<file path="src/rtl/uart_rx_fifo_if.sv">
// uart_rx_fifo_if: push/pop/status bundle between the UART receiver,
// the receive FIFO and its consumer.
// master = receiver/consumer side, slave = FIFO side.
interface uart_rx_fifo_if #(
    parameter int ADDR_W = 4
);
    logic              recv_done;
    logic [7:0]        recv_data;
    logic              rd_en;
    logic              clr_ovf;
    logic [7:0]        rd_data;
    logic              empty;
    logic              full;
    logic [ADDR_W:0]   count;
    logic              overflow;

    modport master (
        output recv_done, recv_data, rd_en, clr_ovf,
        input  rd_data, empty, full, count, overflow
    );

    modport slave (
        input  recv_done, recv_data, rd_en, clr_ovf,
        output rd_data, empty, full, count, overflow
    );
endinterface

</file>
<file path="src/rtl/uart_rx_fifo.sv">
// uart_rx_fifo: receive-side byte ring buffer in the UART clock domain.
// Every recv_done cycle is one push; the consumer pops with rd_en.
// Optional macro UART_RX_FIFO_FWFT_EN selects first-word fall-through
// read data; without it rd_data is registered with one cycle of latency.
module uart_rx_fifo #(
    parameter int ADDR_W = 4
) (
    input  logic            sys_clk,
    input  logic            sys_rst_n,
    uart_rx_fifo_if.slave   fifo_if
);
    localparam int              DEPTH    = 2**ADDR_W;
    localparam logic [ADDR_W:0] FULL_CNT = (ADDR_W+1)'(DEPTH);

    logic [7:0]        mem_q [DEPTH];
    logic [ADDR_W-1:0] wr_ptr_q, wr_ptr_d;
    logic [ADDR_W-1:0] rd_ptr_q, rd_ptr_d;
    logic [ADDR_W:0]   count_q, count_d;
    logic              overflow_q, overflow_d;
    logic              empty_w, full_w;
    logic              push, pop;

    // Flags come only from the registered count: no input-to-flag path.
    assign empty_w = (count_q == '0);
    assign full_w  = (count_q == FULL_CNT);

    // Accept/drop decisions and next-state for pointers, count, overflow.
    always_comb begin
        push       = fifo_if.recv_done && !full_w;
        pop        = fifo_if.rd_en && !empty_w;
        wr_ptr_d   = wr_ptr_q;
        rd_ptr_d   = rd_ptr_q;
        count_d    = count_q;
        overflow_d = overflow_q;
        if (push) wr_ptr_d = wr_ptr_q + 1'b1;
        if (pop)  rd_ptr_d = rd_ptr_q + 1'b1;
        case ({push, pop})
            2'b10:   count_d = count_q + 1'b1;
            2'b01:   count_d = count_q - 1'b1;
            default: count_d = count_q;
        endcase
        // A dropped push in the same cycle as clr_ovf keeps the flag set.
        if (fifo_if.recv_done && full_w) overflow_d = 1'b1;
        else if (fifo_if.clr_ovf)        overflow_d = 1'b0;
    end

    // Control state register.
    always_ff @(posedge sys_clk or negedge sys_rst_n) begin
        if (!sys_rst_n) begin
            wr_ptr_q   <= '0;
            rd_ptr_q   <= '0;
            count_q    <= '0;
            overflow_q <= 1'b0;
        end else begin
            wr_ptr_q   <= wr_ptr_d;
            rd_ptr_q   <= rd_ptr_d;
            count_q    <= count_d;
            overflow_q <= overflow_d;
        end
    end

    // Byte storage: written on accepted pushes, never reset.
    always_ff @(posedge sys_clk) begin
        if (push) mem_q[wr_ptr_q] <= fifo_if.recv_data;
    end

`ifdef UART_RX_FIFO_FWFT_EN
    // Head byte is presented whenever the FIFO holds data.
    assign fifo_if.rd_data = empty_w ? 8'h00 : mem_q[rd_ptr_q];
`else
    logic [7:0] rd_data_q, rd_data_d;

    // Load the head byte on an accepted pop, hold it otherwise.
    always_comb begin
        rd_data_d = rd_data_q;
        if (pop) rd_data_d = mem_q[rd_ptr_q];
    end

    // Registered read data.
    always_ff @(posedge sys_clk or negedge sys_rst_n) begin
        if (!sys_rst_n) rd_data_q <= 8'h00;
        else            rd_data_q <= rd_data_d;
    end

    assign fifo_if.rd_data = rd_data_q;
`endif

    assign fifo_if.empty    = empty_w;
    assign fifo_if.full     = full_w;
    assign fifo_if.count    = count_q;
    assign fifo_if.overflow = overflow_q;
endmodule

</file>
<file path="src/flat_wrapper.sv">
// flat-port wrapper written by rule: the top's interface ports become plain ports
module uart_rx_fifo_flat 
#(
    parameter int ADDR_W = 4
)
  (sys_clk, sys_rst_n, fifo_if_recv_done, fifo_if_recv_data, fifo_if_rd_en, fifo_if_clr_ovf, fifo_if_rd_data, fifo_if_empty, fifo_if_full, fifo_if_count, fifo_if_overflow);
  uart_rx_fifo_if #(.ADDR_W(ADDR_W)) fifo_if_i ();
  input  logic sys_clk;
  input  logic sys_rst_n;
  input wire logic [$bits(fifo_if_i.recv_done)-1:0] fifo_if_recv_done;
  input wire logic [$bits(fifo_if_i.recv_data)-1:0] fifo_if_recv_data;
  input wire logic [$bits(fifo_if_i.rd_en)-1:0] fifo_if_rd_en;
  input wire logic [$bits(fifo_if_i.clr_ovf)-1:0] fifo_if_clr_ovf;
  output wire logic [$bits(fifo_if_i.rd_data)-1:0] fifo_if_rd_data;
  output wire logic [$bits(fifo_if_i.empty)-1:0] fifo_if_empty;
  output wire logic [$bits(fifo_if_i.full)-1:0] fifo_if_full;
  output wire logic [$bits(fifo_if_i.count)-1:0] fifo_if_count;
  output wire logic [$bits(fifo_if_i.overflow)-1:0] fifo_if_overflow;
  assign fifo_if_i.recv_done = fifo_if_recv_done;
  assign fifo_if_i.recv_data = fifo_if_recv_data;
  assign fifo_if_i.rd_en = fifo_if_rd_en;
  assign fifo_if_i.clr_ovf = fifo_if_clr_ovf;
  assign fifo_if_rd_data = fifo_if_i.rd_data;
  assign fifo_if_empty = fifo_if_i.empty;
  assign fifo_if_full = fifo_if_i.full;
  assign fifo_if_count = fifo_if_i.count;
  assign fifo_if_overflow = fifo_if_i.overflow;
  uart_rx_fifo #(.ADDR_W(ADDR_W)) u_core (.sys_clk(sys_clk), .sys_rst_n(sys_rst_n), .fifo_if(fifo_if_i));
endmodule
</file>
<file path="config.mk">
export PLATFORM = sky130hd
export DESIGN_NAME = uart_rx_fifo_flat
export DESIGN_NICKNAME = d
export VERILOG_FILES = /design/src/rtl/uart_rx_fifo_if.sv /design/src/rtl/uart_rx_fifo.sv /design/src/flat_wrapper.sv
export SDC_FILE = /design/constraint.sdc
export NUM_CORES = 1
export LEC_CHECK = 0
export BUFFER_PORTS_ARGS = -buffer_cell sky130_fd_sc_hd__buf_2
export CORE_MARGIN = 5
export CORE_UTILIZATION = 25
export CTS_BUF_LIST = sky130_fd_sc_hd__clkbuf_8
export CTS_CLUSTER_SIZE = 40
export DETAILED_ROUTE_END_ITERATION = 6
export GPL_TIMING_DRIVEN = 0
export HOLD_SLACK_MARGIN = 0.1
export PLACE_DENSITY = 0.51
export SLEW_MARGIN = 20
export SYNTH_ARGS = -nofsm -noshare
export SYNTH_HDL_FRONTEND = slang
export SYNTH_SLANG_ARGS = --single-unit
</file>
<file path="constraint.sdc">
create_clock -name sys_clk -period 2.7 [get_ports sys_clk]
set_input_delay 0.54 -clock sys_clk [delete_from_list [all_inputs] [get_ports sys_clk]]
set_output_delay 0.54 -clock sys_clk [all_outputs]
set_load 0.05 [all_outputs]
</file>
Yosys cells after proc, flatten, opt, wreduce, memory -nomap -nowiden
Memory sizes are Yosys's and may differ from the RTL's. A register that Yosys moved wholly into a read port is not among the register bits.
Cells that the tools add are included.
- flip-flop bits (word level): 14
- RAM bits: 128
- input bits: 13
- output and inout bits: 16
- logic and storage cells: 26
- memories: 1
- add/sub/neg operators: 4
- equality and inequality tests: 3
- muxes and demuxes: 5
- reduce and logical (&&, ||, !) cells: 9
- memories (memory ; words ; width ; read ports ; clocked after Yosys merged registers in ; write ports ; RTL line ; text):
    u_core.mem_q ; 16 ; 8 ; 1 ; 1 ; 1 ; uart_rx_fifo.sv:15 ; logic [7:0] mem_q [DEPTH];
- operators with widths (kind ; number):
    $pmux W5 S2 ; 1
    $add A4 B1 Y4 const B ; 2
    $add A5 B1 Y5 const B ; 1
    $eq A5 B5 Y1 const B ; 1
    $logic_not A5 Y1 ; 1
    $sub A5 B1 Y5 const B ; 1
    $mux W1 ; 4
    $reduce_bool A2 Y1 ; 2
    $logic_and A1 B1 Y1 ; 3
    $logic_not A1 Y1 ; 3
    $eq A2 B1 Y1 const B ; 1
    $eq A2 B2 Y1 const B ; 1

Longest topological paths before layout
- depth in word-level cells: 5
- depth in mapped cells: 10
- depth with buffers taken out: 9

Least setup slack after synthesis
OpenSTA, ideal clock, no wires.
- path kind: register to register
- start: reg u_core.count_q[3] (netlist: u_core.fifo_if.count[3])
- end: reg u_core.count_q[4] (netlist: u_core.fifo_if.count[4])
- setup time: 147 ps
- data arrival time: 2847 ps
- data required time: 2553 ps
- slack: -294 ps
- stages on the path, launching flop included: 10
- buffers on the path: 1
- period minus slack after synthesis: 2994 ps
- path through: dfrtp_1 or3_1 o31a_1 buf_2 ha_1 fa_1 a21o_1 a21oi_1 mux2i_1 xnor2_1
- longest elaborated chain between the ends: 5
- elaborated cells on any way between the ends: 12
- those cells by class: add/sub (2); eq/ne (3); mux (1); reduce/logical (6)
- RTL lines (what ; RTL line ; text):
    start: declaration ; uart_rx_fifo.sv:18 ; logic [ADDR_W:0] count_q, count_d;
    start signal: assignment ; uart_rx_fifo.sv:57 ; count_q <= count_d;
    $logic_not A5 Y1 (*) ; uart_rx_fifo.sv:24 ; assign empty_w = (count_q == '0);
    $logic_not A1 Y1 (*) ; uart_rx_fifo.sv:30 ; pop = fifo_if.rd_en && !empty_w;
    $logic_and A1 B1 Y1 (*) ; uart_rx_fifo.sv:30 ;
    named net u_core.pop ; uart_rx_fifo.sv:21 ; logic push, pop;
    $eq A2 B1 Y1 or $eq A2 B2 Y1 (tied branches) ; uart_rx_fifo.sv:37 ; case ({push, pop})
    $pmux W5 S2 or $reduce_bool A2 Y1 (tied branches) ; -- ;
The timed path passes the listed nets; every way through them passes the cells marked *.
A chain may end at the register's enable or synchronous reset.

Worst setup path after layout
Same ends and word-level chain as after synthesis.

==> impl_metrics.env <==
export IMPL_clock_sinks=150
export IMPL_synth_area_top_cells="edfxtp_1 (64%), dfrtp_1 (9.1%), mux4_2 (7.1%), mux4_1 (5.7%), ha_1 (1.9%)"
export IMPL_setup_viol=0
export IMPL_syn2layout_area_growth_pct=17.5
export IMPL_io_buffers=28
export IMPL_outcome="finished, final reports clean"
export IMPL_synthFlopType="edfxtp_1"
export IMPL_hold_viol_final=0
export IMPL_grt_pass1_wl_mm=19.1
export IMPL_root_buffer="clkbuf_8"
export IMPL_route_met2_wl_mm=6.29
export IMPL_slew_viol_final=0
export IMPL_ys_warn_count=0
export IMPL_num_antenna_cells=0
export IMPL_cts_max_path_buffers=2
export IMPL_worstSetupPathType="flip-flop to flip-flop"
export IMPL_yosysSeqAreaShare_pct=72.9
export IMPL_wirelength_mm=12.6
export IMPL_max_freq_mhz=382
export IMPL_critPathSlowestCell="dfrtp_2"
export IMPL_end_kind="flip-flop"
export IMPL_utilization_pct=30.0
export IMPL_synth_edff_count=128
export IMPL_antenna_found_initial=0
export IMPL_wl_met1_mm=5.59
export IMPL_maxSlewHeadroom_pct=33.1
export IMPL_fin_skew_ns=0.0168
export IMPL_cap_viol_max_count=0
export IMPL_track_usage_pct=9.82
export IMPL_die_y_um=165
export IMPL_clk_latency_ns=0.45
export IMPL_rows=56
export IMPL_ios=29
export IMPL_pre_cts_slack_ns=-0.0401
export IMPL_slowest_delay_ns=0.43
export IMPL_place_gp_congestion=0.721
export IMPL_synth_xor_area_share_pct=1.45
export IMPL_finalSetupTns_ns=0
export IMPL_wl_per_cell_um=18.2
export IMPL_first_pass_iters=4
export IMPL_grt_overflow=0
export IMPL_hp_class="input pin to flip-flop"
export IMPL_synth_top_family_by_area="multiplexers"
export IMPL_cts_made_buffers=17
export IMPL_whs_ns=0.295
export IMPL_setup_slack_ns=0.0839
export IMPL_cp_start_kind="flip-flop"
export IMPL_synthCells=308
export IMPL_final_common_cell="edfxtp_1"
export IMPL_tightest_slew_ns=0.999
export IMPL_cts_tree="yes"
export IMPL_arrival_ns=2.98
export IMPL_met3_length_um=608
export IMPL_synth_adder_area_share_pct=2.20
export IMPL_synthDistinctLibCells=32
export IMPL_syn_num_nets=331
export IMPL_fin_crit_sh_pct=96.9
export IMPL_dieArea_mm2=0.0273
export IMPL_leakagePower_nw=2.36
export IMPL_htreeDepth=4
export IMPL_clk_pin_slew_ns=0.08
export IMPL_nNetsFinal=385
export IMPL_top_layer="met4"
export IMPL_async_reset_ff_share_pct=14.7
export IMPL_die_w_um=165
export IMPL_cp_data_required_time_ns=3.06
export IMPL_start_util_pct=25.5
export IMPL_route_detailed_drc=0
export IMPL_crit_chain="or3_4 > o31a_1 > buf_6 > ha_4 > fa_2 > a21o_1 > a21oi_2 > mux2i_1 > xnor2_1"
export IMPL_syn_cell_area_mm2=0.00603
export IMPL_coreArea_mm2=0.0236
export IMPL_min_period_ns=2.62
export IMPL_syn_avg_cell_area_um2=19.6
export IMPL_ir_worst_vdd_v=0.000493
export IMPL_final_cell_mix="edfxtp_1 (128), buf_2 (31), mux4_2 (19), dfrtp_1 (19), clkbuf_8 (17)"
export IMPL_synth_compound_area_share_pct=3.80
export IMPL_grt_pass1_vias=3162
export IMPL_p_per_area_mw_per_mm2=1050
export IMPL_layout_drive_gt1_share_pct=31.2
export IMPL_synthSimpleGateAreaFrac_pct=2.80
export IMPL_post_synth_top_area_cell="edfxtp_1"
export IMPL_crit_fanout=10
export IMPL_post_dp_hpwl_mm=8.38
export IMPL_detail_route_antenna_nets=0
export IMPL_num_vias=3013
export IMPL_synthMuxAreaShare_pct=14.8
export IMPL_via_per_inst=4.34
export IMPL_drt_initial_drc_count=215
export IMPL_grt_max_degree=23
export IMPL_yosys_area_top_type_share_pct=63.8
export IMPL_ys_ff_latch=150
[timing repair]
| action | 4_1_cts | 5_1_grt |
|---|---|---|
| resized for setup | 2 | 2 |
| hold buffers | 1 | 0 |
| pin swaps | 2 | 1 |
| buffers inserted | 2 | 1 |
| endpoints found under the setup margin | 1 | 1 |
| endpoints found under the hold margin | 22 | 0 |
[Yosys cell counts (3+ instances only)]
cell type,number
a21oi_1,10
inv_1,5
dfrtp_1,22
nor2_1,13
buf_6,3
o22ai_1,16
mux4_1,13
clkbuf_1,7
ha_1,9
edfxtp_1,128
mux2_2,10
nor3_1,6
nand2_1,9
mux4_2,19
nand2b_1,3
xnor2_1,8
buf_2,4
o21ai_0,4
[critical path: cells and delay by family, from the launching register on]
kind	cells	cell delay (ns)
compound gates	3	0.62
xor+xnor	1	0.14
fa+ha+maj	2	0.54
buf+inv	1	0.17
flops	1	0.43
mux	1	0.23
simple gates	1	0.40
[layout make-up]
type / count / area [um^2]
Buffer: 18 / 113
Clock buffer: 17 / 234
Clock inverter: 15 / 169
Fill cell: 2334 / 16500
Inverter: 5 / 18.8
Multi-Input combinational cell: 135 / 1550
Sequential cell: 150 / 4400
Tap cell: 319 / 399
Timing Repair Buffer: 35 / 195
[worst paths after layout]
path	depth (start not counted)	from	to	slack [ns]
worst max-delay path	9	u_core.fifo_if.count[3]	u_core.fifo_if.count[4]	0.08
worst min-delay path	2	fifo_if_clr_ovf	u_core.fifo_if.overflow	0.29
worst max register to register	9	u_core.fifo_if.count[3]	u_core.fifo_if.count[4]	0.08
worst min register to register	2	u_core.fifo_if.overflow	u_core.fifo_if.overflow	0.53
max in group asynchronous	2	sys_rst_n	u_core.fifo_if.count[1]	1.70
min in group asynchronous	2	sys_rst_n	u_core.fifo_if.count[2]	0.61
[routing by layer]
layer | up-vias | GRT usage (%)
li1 | 1356 | -
met1 | 1583 | 12.9
met2 | 65 | 15.7
met4 | 0 | 3.40
met3 | 9 | 2.76
met5 | - | 0
[per-stage QoR]
stage / cell area (um^2) / std cells / total power, mW
final: 7080 / 694 / 7.44
after CTS: 7070 / 693 / 7.54
after floorplan: 6050 / 308 / 5.01
after detailed placement: 6640 / 658 / 5.77
after global routing: 7080 / 694 / 7.84
after global placement: 6590 / 655 / 5.69
[state kept, by name, summed over array words and instances (netlist names)]
signal                   flops
u_core.wr_ptr_q              4
u_core.rd_ptr_q              4
u_core.mem_q               128
u_core.fifo_if.overflow      1
u_core.fifo_if.count         5
u_core.fifo_if.rd_data       8
[cell families (layout without fill, tap and decap cells)]
| group | Yosys count | after routing |
|---|---|---|
| flops | 150 | 150 |
| mux | 43 | 43 |
| simple gates | 37 | 37 |
| compound gates | 35 | 35 |
| buf+inv | 23 | 90 |
| fa+ha+maj | 10 | 10 |
| xor+xnor | 10 | 10 |
[report_power, final]
group / internal, mW / switching [mW] / total, mW
Sequential: 2.88 / 0.202 / 3.09
Clock: 0.842 / 0.896 / 1.74
Combinational: 1.07 / 1.54 / 2.61
Total: 4.79 / 2.64 / 7.44
Power figures use the tool's default switching activity.
